$ cat config.mk
export PLATFORM = sky130hd
export DESIGN_NAME = alu_ctrl_gen
export DESIGN_NICKNAME = d
export VERILOG_FILES = /design/src/rtl/alu_ctrl_gen.sv
export SDC_FILE = /design/constraint.sdc
export NUM_CORES = 1
export LEC_CHECK = 0
export CORE_MARGIN = 2
export CORE_UTILIZATION = 51
export CTS_CLUSTER_DIAMETER = 30
export DETAILED_ROUTE_END_ITERATION = 8
export GPL_TIMING_DRIVEN = 0
export PLACE_DENSITY = 0.85
export SYNTH_ARGS = -nofsm -noshare
export SYNTH_HDL_FRONTEND = slang
export SYNTH_SLANG_ARGS = --single-unit
$ cat constraint.sdc
create_clock -name clk -period 3.44 [get_ports clk]
set_input_delay 0.688 -clock clk [delete_from_list [all_inputs] [get_ports clk]]
set_output_delay 0.688 -clock clk [all_outputs]
set_load 0.005 [all_outputs]
$ cat src/rtl/alu_ctrl_gen.sv
// Decode-stage ALU-control encoder: RV32I instruction -> alu_ctr/src_imm/illegal,
// registered behind a two-entry skid buffer, with a saturating illegal counter.
module alu_ctrl_gen #(
    parameter int XLEN  = 32,
    parameter int CNT_W = 8
) (
    input  logic             clk,
    input  logic             rst_n,
    input  logic             flush,
    input  logic             in_valid,
    output logic             in_ready,
    input  logic [31:0]      in_instr,
    input  logic [XLEN-1:0]  in_pc,
    output logic             out_valid,
    input  logic             out_ready,
    output logic [3:0]       out_alu_ctr,
    output logic             out_src_imm,
    output logic             out_illegal,
    output logic [XLEN-1:0]  out_pc,
    output logic [CNT_W-1:0] illegal_cnt
);

    typedef struct packed {
        logic [3:0]      alu_ctr;
        logic            src_imm;
        logic            illegal;
        logic [XLEN-1:0] pc;
    } entry_t;

    // State bits are {output reg valid, skid valid}, so both handshake
    // outputs fall straight out of the state register.
    typedef enum logic [1:0] {
        EMPTY = 2'b00,
        ONE   = 2'b10,
        FULL  = 2'b11
    } state_t;

    localparam logic [6:0] OP_LUI    = 7'b0110111;
    localparam logic [6:0] OP_AUIPC  = 7'b0010111;
    localparam logic [6:0] OP_LOAD   = 7'b0000011;
    localparam logic [6:0] OP_STORE  = 7'b0100011;
    localparam logic [6:0] OP_JAL    = 7'b1101111;
    localparam logic [6:0] OP_JALR   = 7'b1100111;
    localparam logic [6:0] OP_BRANCH = 7'b1100011;
    localparam logic [6:0] OP_OP     = 7'b0110011;
    localparam logic [6:0] OP_IMM    = 7'b0010011;
    localparam logic [6:0] F7_ZERO   = 7'b0000000;
    localparam logic [6:0] F7_ALT    = 7'b0100000;

    state_t     state, state_nxt;
    entry_t     out_q, skid_q, dec;
    logic       accept, drain;
    logic       load_in, load_skid_to_out, load_skid;
    logic [6:0] op, f7;
    logic [2:0] f3;
    logic       legal;

    assign op = in_instr[6:0];
    assign f3 = in_instr[14:12];
    assign f7 = in_instr[31:25];

    // Register/immediate fields play no part in the ALU control code.
    logic unused_fields;
    assign unused_fields = &{1'b0, in_instr[24:15], in_instr[11:7]};

    always_comb begin
        dec     = '0;
        dec.pc  = in_pc;
        legal   = 1'b1;
        unique case (op)
            OP_OP: begin
                dec.alu_ctr = {f7[5], f3};
                legal = (f7 == F7_ZERO) ||
                        ((f7 == F7_ALT) && (f3 == 3'b000 || f3 == 3'b101));
            end
            OP_IMM: begin
                dec.src_imm = 1'b1;
                dec.alu_ctr = {(f3 == 3'b101) ? f7[5] : 1'b0, f3};
                if (f3 == 3'b001)
                    legal = (f7 == F7_ZERO);
                else if (f3 == 3'b101)
                    legal = (f7 == F7_ZERO) || (f7 == F7_ALT);
            end
            OP_LUI, OP_AUIPC, OP_LOAD, OP_STORE, OP_JAL: begin
                dec.src_imm = 1'b1;
            end
            OP_JALR: begin
                dec.src_imm = 1'b1;
                legal = (f3 == 3'b000);
            end
            OP_BRANCH: begin
                unique case (f3[2:1])
                    2'b00:   dec.alu_ctr = 4'b1000;
                    2'b10:   dec.alu_ctr = 4'b0010;
                    2'b11:   dec.alu_ctr = 4'b0011;
                    default: legal = 1'b0;
                endcase
            end
            default: legal = 1'b0;
        endcase
        if (!legal) begin
            dec.alu_ctr = 4'b0000;
            dec.src_imm = 1'b0;
            dec.illegal = 1'b1;
        end
    end

    assign in_ready  = ~state[0];
    assign out_valid = state[1];
    assign accept    = in_valid & in_ready;
    assign drain     = out_valid & out_ready;

    always_comb begin
        state_nxt        = state;
        load_in          = 1'b0;
        load_skid_to_out = 1'b0;
        load_skid        = 1'b0;
        if (flush) begin
            state_nxt = EMPTY;
        end else begin
            unique case (state)
                EMPTY: if (accept) begin
                    state_nxt = ONE;
                    load_in   = 1'b1;
                end
                ONE: begin
                    if (accept && drain) begin
                        load_in = 1'b1;
                    end else if (drain) begin
                        state_nxt = EMPTY;
                    end else if (accept) begin
                        state_nxt = FULL;
                        load_skid = 1'b1;
                    end
                end
                FULL: if (drain) begin
                    state_nxt        = ONE;
                    load_skid_to_out = 1'b1;
                end
                default: state_nxt = EMPTY;
            endcase
        end
    end

    always_ff @(posedge clk or negedge rst_n) begin
        if (!rst_n) begin
            state  <= EMPTY;
            out_q  <= '0;
            skid_q <= '0;
        end else begin
            state <= state_nxt;
            if (load_in)
                out_q <= dec;
            else if (load_skid_to_out)
                out_q <= skid_q;
            if (load_skid)
                skid_q <= dec;
        end
    end

    // Drains count even in a flush cycle; flushed entries never do.
    always_ff @(posedge clk or negedge rst_n) begin
        if (!rst_n)
            illegal_cnt <= '0;
        else if (drain && out_q.illegal && (illegal_cnt != {CNT_W{1'b1}}))
            illegal_cnt <= illegal_cnt + 1'b1;
    end

    assign out_alu_ctr = out_q.alu_ctr;
    assign out_src_imm = out_q.src_imm;
    assign out_illegal = out_q.illegal;
    assign out_pc      = out_q.pc;

endmodule

# After elaboration in Yosys (flattened, before gate mapping)
# Index checks and enable logic that the tools add are counted.
[totals] ff_bits=86 out_inout_bits=48 wordCells=80
[op_classes] add_sub_neg=1 n_eq_ne=21 muxes=29 bitwise_logic=3 n_reduce_logical=16
[ops] operator="2-to-1 mux 38 bit" count=2
[ops] operator="equality test 7 x 6 -> 1 bit (second input constant)" count=4
[ops] operator="case mux 4 bit (3 select lines)" count=2
[ops] operator="equality test 7 bit (second input constant)" count=3
[ops] operator="2-to-1 mux 1 bit" count=15
[ops] operator="equality test 7 x 5 -> 1 bit (second input constant)" count=2
[ops] operator="2-to-1 mux 2 bit" count=6
[ops] operator="inequality test 3 bit (second input constant)" count=3
[ops] operator="adder 8 x 1 -> 8 bit (second input constant)" count=1
[ops] operator="equality test 2 bit (second input constant)" count=4
[ops] operator="inequality test 8 bit (second input constant)" count=1
[ops] operator="equality test 7 x 2 -> 1 bit (second input constant)" count=1
[ops] operator="logical NOT 7 bit" count=1
[ops] operator="OR reduction 7 bit" count=1
[ops] operator="2-to-1 mux 6 bit" count=1
[ops] operator="case mux 2 bit (3 select lines)" count=1
[ops] operator="case mux 1 bit (5 select lines)" count=1
[ops] operator="OR reduction 5 bit" count=1
[ops] operator="logical AND 1 bit" count=4
[ops] operator="logical NOT 2 bit" count=2
[ops] operator="inequality test 4 bit (second input constant)" count=1
[ops] operator="AND reduction 4 bit" count=1
[ops] operator="equality test 3 x 1 -> 1 bit (second input constant)" count=1
[ops] operator="equality test 3 bit (second input constant)" count=1
[ops] operator="other kinds (7)" count=10

# Longest topological paths before layout
[depth] ltp_word=7 mapped_depth=9

# Worst setup path after synthesis
# Ideal clock, no wire load.
[synth_path] path_kind="input-to-reg" start="in in_instr[26]" end="reg out_q (netlist bit out_illegal)" setup_ps=137 arrival_time_ps=1853 required_time_ps=3303 slack_ps=1450 path_stages=6 path_cell_list="or4_4 > o32ai_2 > nand2_1 > o22ai_2 > buf_6 > a21oi_1"
[synth_between] elab_chain_len=7
[synth_rtl] element="start, declared" line="12" source="input logic [31:0] in_instr,"
[synth_rtl] element="equality test 7 x 6 -> 1 bit / logical NOT 7 bit (equally long branches)"
[synth_rtl] element="logical OR 1 bit" line="82" source="legal = (f7 == F7_ZERO) || (f7 == F7_ALT);"
[synth_rtl] element="2-to-1 mux 1 bit" line="81" source="else if (f3 == 3'b101)"
[synth_rtl] element="2-to-1 mux 1 bit" line="79" source="if (f3 == 3'b001)"
[synth_rtl] element="case mux 1 bit (5 select lines) *" line="70" source="unique case (op)"
[synth_rtl] element="2-to-1 mux 6 bit *" line="101" source="if (!legal) begin"
[synth_rtl] element="2-to-1 mux 38 bit *" line="152" source="if (load_in)"
[synth_rtl] element="end signal, assigned" line="155" source="out_q <= skid_q;"
[synth_rtl] element="end, declared" line="51" source="entry_t out_q, skid_q, dec;"
# Mark *: on every way between the ends. The rest lies on a longest branch, timed or not.
# A chain may end at the register's enable or synchronous reset.

# Worst setup path after layout
[layout_path] start="in out_ready" end="reg out_q (netlist bit out_pc[17])"
[layout_between] elab_chain_len=6
[layout_rtl] element="start, declared" line="15" source="input logic out_ready,"
[layout_rtl] element="AND 1 bit *" line="111" source="assign drain = out_valid & out_ready;"
[layout_rtl] element="logical AND 1 bit" line="127" source="if (accept && drain) begin"
[layout_rtl] element="2-to-1 mux 1 bit" line="127"
[layout_rtl] element="case mux 1 bit (2 select lines)" line="121" source="unique case (state)"
[layout_rtl] element="2-to-1 mux 1 bit" line="118" source="if (flush) begin"
[layout_rtl] element="2-to-1 mux 38 bit / nonzero test 2 bit (equally long branches)"
# Marks and branches as above.

==> flow_metrics.env <==
export IMPL_clock_sinks=86
export IMPL_core_area_um2=7647
export IMPL_ys_warn_count=0
export IMPL_setup_tns_ns=0
export IMPL_fmax_mhz=412.9
export IMPL_seq_area_um2=2152
export IMPL_die_w_um=92.52
export IMPL_layout_commonest_cell="clkdlybuf4s50_1"
export IMPL_grt_pass1_wl_mm=14.21
export IMPL_htreeDepth=3
export IMPL_criticalPathCategory="in2reg"
export IMPL_hold_viol=0
export IMPL_cts_buffers=9
export IMPL_min_period_ns=2.422
export IMPL_finalClockSkew_ns=0.008581
export IMPL_max_cap_viol_count=0
export IMPL_rows=32
export IMPL_fin_crit_sh=0.7040
export IMPL_avgSynthCellArea_um2=11.82
export IMPL_rsz0062_at_grt="false"
export IMPL_ys_types=48
export IMPL_crit_slowest_cell="clkdlybuf4s50_1"
export IMPL_placed_cells=541
export IMPL_dieArea_um2=8560
export IMPL_end_kind="flop"
export IMPL_cts_tree="done"
export IMPL_relSlewSlack=0.6285
export IMPL_first_global_vias=3063
export IMPL_synth_seq_area_share=0.5385
export IMPL_cp_cell_sequence="clkdlybuf4s50_1, a31oi_1, nor3_1, buf_2, clkbuf_1, nand2_1, o21ai_0"
export IMPL_setup_viol=0
export IMPL_n_fill_cell=584
export IMPL_place_gp_congestion=0.7732
export IMPL_fp_dieH_um=92.52
export IMPL_slew_violations=0
export IMPL_powerDensity_nw_per_um2=690.5
export IMPL_required_ns=3.70
export IMPL_nets=524
export IMPL_initialDrtViolationCount=65
export IMPL_diodes=0
export IMPL_area_growth_pct=33.88
export IMPL_overflow=0
export IMPL_ctsResizeCount=0
export IMPL_synth_nets=412
export IMPL_port_buffers=100
export IMPL_mappedNetlistArea_um2=3996
export IMPL_hold_path_class="in2async"
export IMPL_wl_mm=8.583
export IMPL_critPathMaxFanout=10
export IMPL_leakagePower_nw=2.485
export IMPL_io_pins=117
export IMPL_grt_start_max_net_pins=45
export IMPL_ir_drop_mv=0.4175
export IMPL_synth_seq_cells=86
export IMPL_firstDrtPassIters=6
export IMPL_multi_input_area_um2=1705
export IMPL_finalNonFillerCells=557
export IMPL_drive_above_1_share=0.1407
export IMPL_layout_common_cells="99 x clkdlybuf4s50_1, 86 x dfrtp_1, 42 x nand2_1"
export IMPL_num_vias=3041
export IMPL_antenna_found_initial=0
export IMPL_cts_path_max_buffers=2
export IMPL_clk_pin_slew_worst_paths_ns=0.09
export IMPL_grt_total_usage=0.2104
export IMPL_initial_core_util=0.5226
export IMPL_tightest_slew_ns=0.5573
export IMPL_cts_setup_buffers=0
export IMPL_cts_root_buffer="clkbuf_8"
export IMPL_clk_latency_ns=0.34
export IMPL_wl_per_cell_um=15.41
export IMPL_crit_arrival_ns=2.69
export IMPL_hold_buffers=0
export IMPL_fin_ws_ns=1.018
export IMPL_preCtsSetupSlack_ns=0.6484
export IMPL_drcViolationCount=0
export IMPL_hold_slack_ns=0.3213
export IMPL_startpoint_type="input port"
export IMPL_ant_nets=0
export IMPL_cpPeakStageDelay_ns=0.58
export IMPL_via_per_inst=5.460
export IMPL_post_dp_hpwl_mm=6.321
export IMPL_status="finished, final reports clean"
export IMPL_netlist_instances=338
## worst max-delay path: cells and delay by family
| kind | cells | cell delay (ns) |
|---|---|---|
| AO/OA/AOI/OAI | 2 | 0.21 |
| AND/OR/NAND/NOR | 2 | 0.46 |
| buffers and inverters | 3 | 1.32 |
## registers in the layout, summed over array words and instances (netlist names)
| signal | cells |
|---|---|
| illegal_cnt | 8 |
| out_illegal | 1 |
| skid_q | 38 |
| out_pc | 32 |
| out_alu_ctr | 4 |
| state | 2 |
| out_src_imm | 1 |
## per-stage QoR
step	area (um2)	power, mW	utilization
floorplan	3996	2.270	-
global placement	5125	2.933	0.6702
detailed placement	5142	3.018	0.6724
CTS	5350	3.735	0.6996
global route	5350	3.952	0.6996
finish	5350	3.694	0.6996
## where the power goes
part	internal [mW]	switching (mW)	total (mW)	leakage (nW)
Clock	0.359	0.358	0.717	0.0951
Combinational	0.804	0.495	1.30	1.31
Sequential	1.43	0.245	1.68	1.08
## cell families (layout without fill, tap and decap cells)
family          Yosys count  count (layout)  synth area share
simple gates             79              79           0.09612
mux                      72              72            0.1910
buf+inv                  24             141           0.03475
fa+ha+maj                 5               5           0.01565
flops                    86              86            0.5385
compound gates           65              65            0.1086
xor+xnor                  7               7           0.01534
## Yosys cell counts (all sizes together)
| cell | number | share of area |
|---|---|---|
| nand2b | 2 | 0.0031 |
| and4 | 1 | 0.0022 |
| clkbuf | 4 | 0.0038 |
| dfrtp | 86 | 0.54 |
| o22ai | 1 | 0.0031 |
| nand4 | 3 | 0.0047 |
| nand4b | 1 | 0.0022 |
| a311oi | 1 | 0.0022 |
| or3 | 2 | 0.0031 |
| a22o | 6 | 0.013 |
| nand3 | 3 | 0.0038 |
| xor2 | 2 | 0.0044 |
| nand2 | 42 | 0.039 |
| nor2 | 11 | 0.010 |
| a32o | 2 | 0.0050 |
| a21boi | 1 | 0.0019 |
| nor3b | 1 | 0.0019 |
| ha | 5 | 0.016 |
| o21a | 1 | 0.0019 |
| a31o | 4 | 0.0088 |
| mux2i | 38 | 0.095 |
| a21o | 1 | 0.0019 |
| inv | 4 | 0.0038 |
| o221a | 1 | 0.0028 |
| o32ai | 1 | 0.0041 |
| a41o | 1 | 0.0025 |
| nor2b | 4 | 0.0063 |
| mux2 | 34 | 0.096 |
| o32a | 1 | 0.0025 |
| buf | 16 | 0.027 |
| a211o | 1 | 0.0022 |
| nand3b | 2 | 0.0038 |
| o211ai | 1 | 0.0019 |
| and3 | 2 | 0.0031 |
| a21oi | 4 | 0.0050 |
| or4 | 1 | 0.0028 |
| o21ai | 35 | 0.044 |
| a2111oi | 1 | 0.0022 |
| xnor2 | 5 | 0.011 |
| nor3 | 2 | 0.0025 |
| nor4 | 2 | 0.0069 |
| a41oi | 1 | 0.0022 |
| a31oi | 1 | 0.0016 |
## layer usage
layer / part of all wire / track usage / wire length [um]
met3: 0.050 / 0.03824 / 432
met2: 0.51 / 0.3595 / 4347
met4: 0.017 / 0.08955 / 146
met1: 0.43 / 0.2627 / 3657
met5: 0 / 0 / 0
## path summary, 6_finish.rpt
kind,from,endpoint,slack (ns),cells after the start
max,out_ready,out_pc[17],1.02,7
min,rst_n,out_alu_ctr[1],0.32,1
max reg2reg,state[1],out_pc[17],1.13,9
min reg2reg,skid_q[32],skid_q[32],0.49,2
max in group asynchronous,rst_n,skid_q[12],2.50,2
min in group clk,skid_q[32],skid_q[32],0.49,2
## layout make-up
cell class / instances / share of cell area
flip-flops and latches: 86 / 0.4022
multi-input cells: 228 / 0.3188
repair buffers: 101 / 0.1904
clock buffers: 10 / 0.02572
well taps: 102 / 0.02385
plain buffers: 20 / 0.02315
clock inverters: 6 / 0.01310
inverters: 4 / 0.002806
Power figures use the tool's default switching activity.
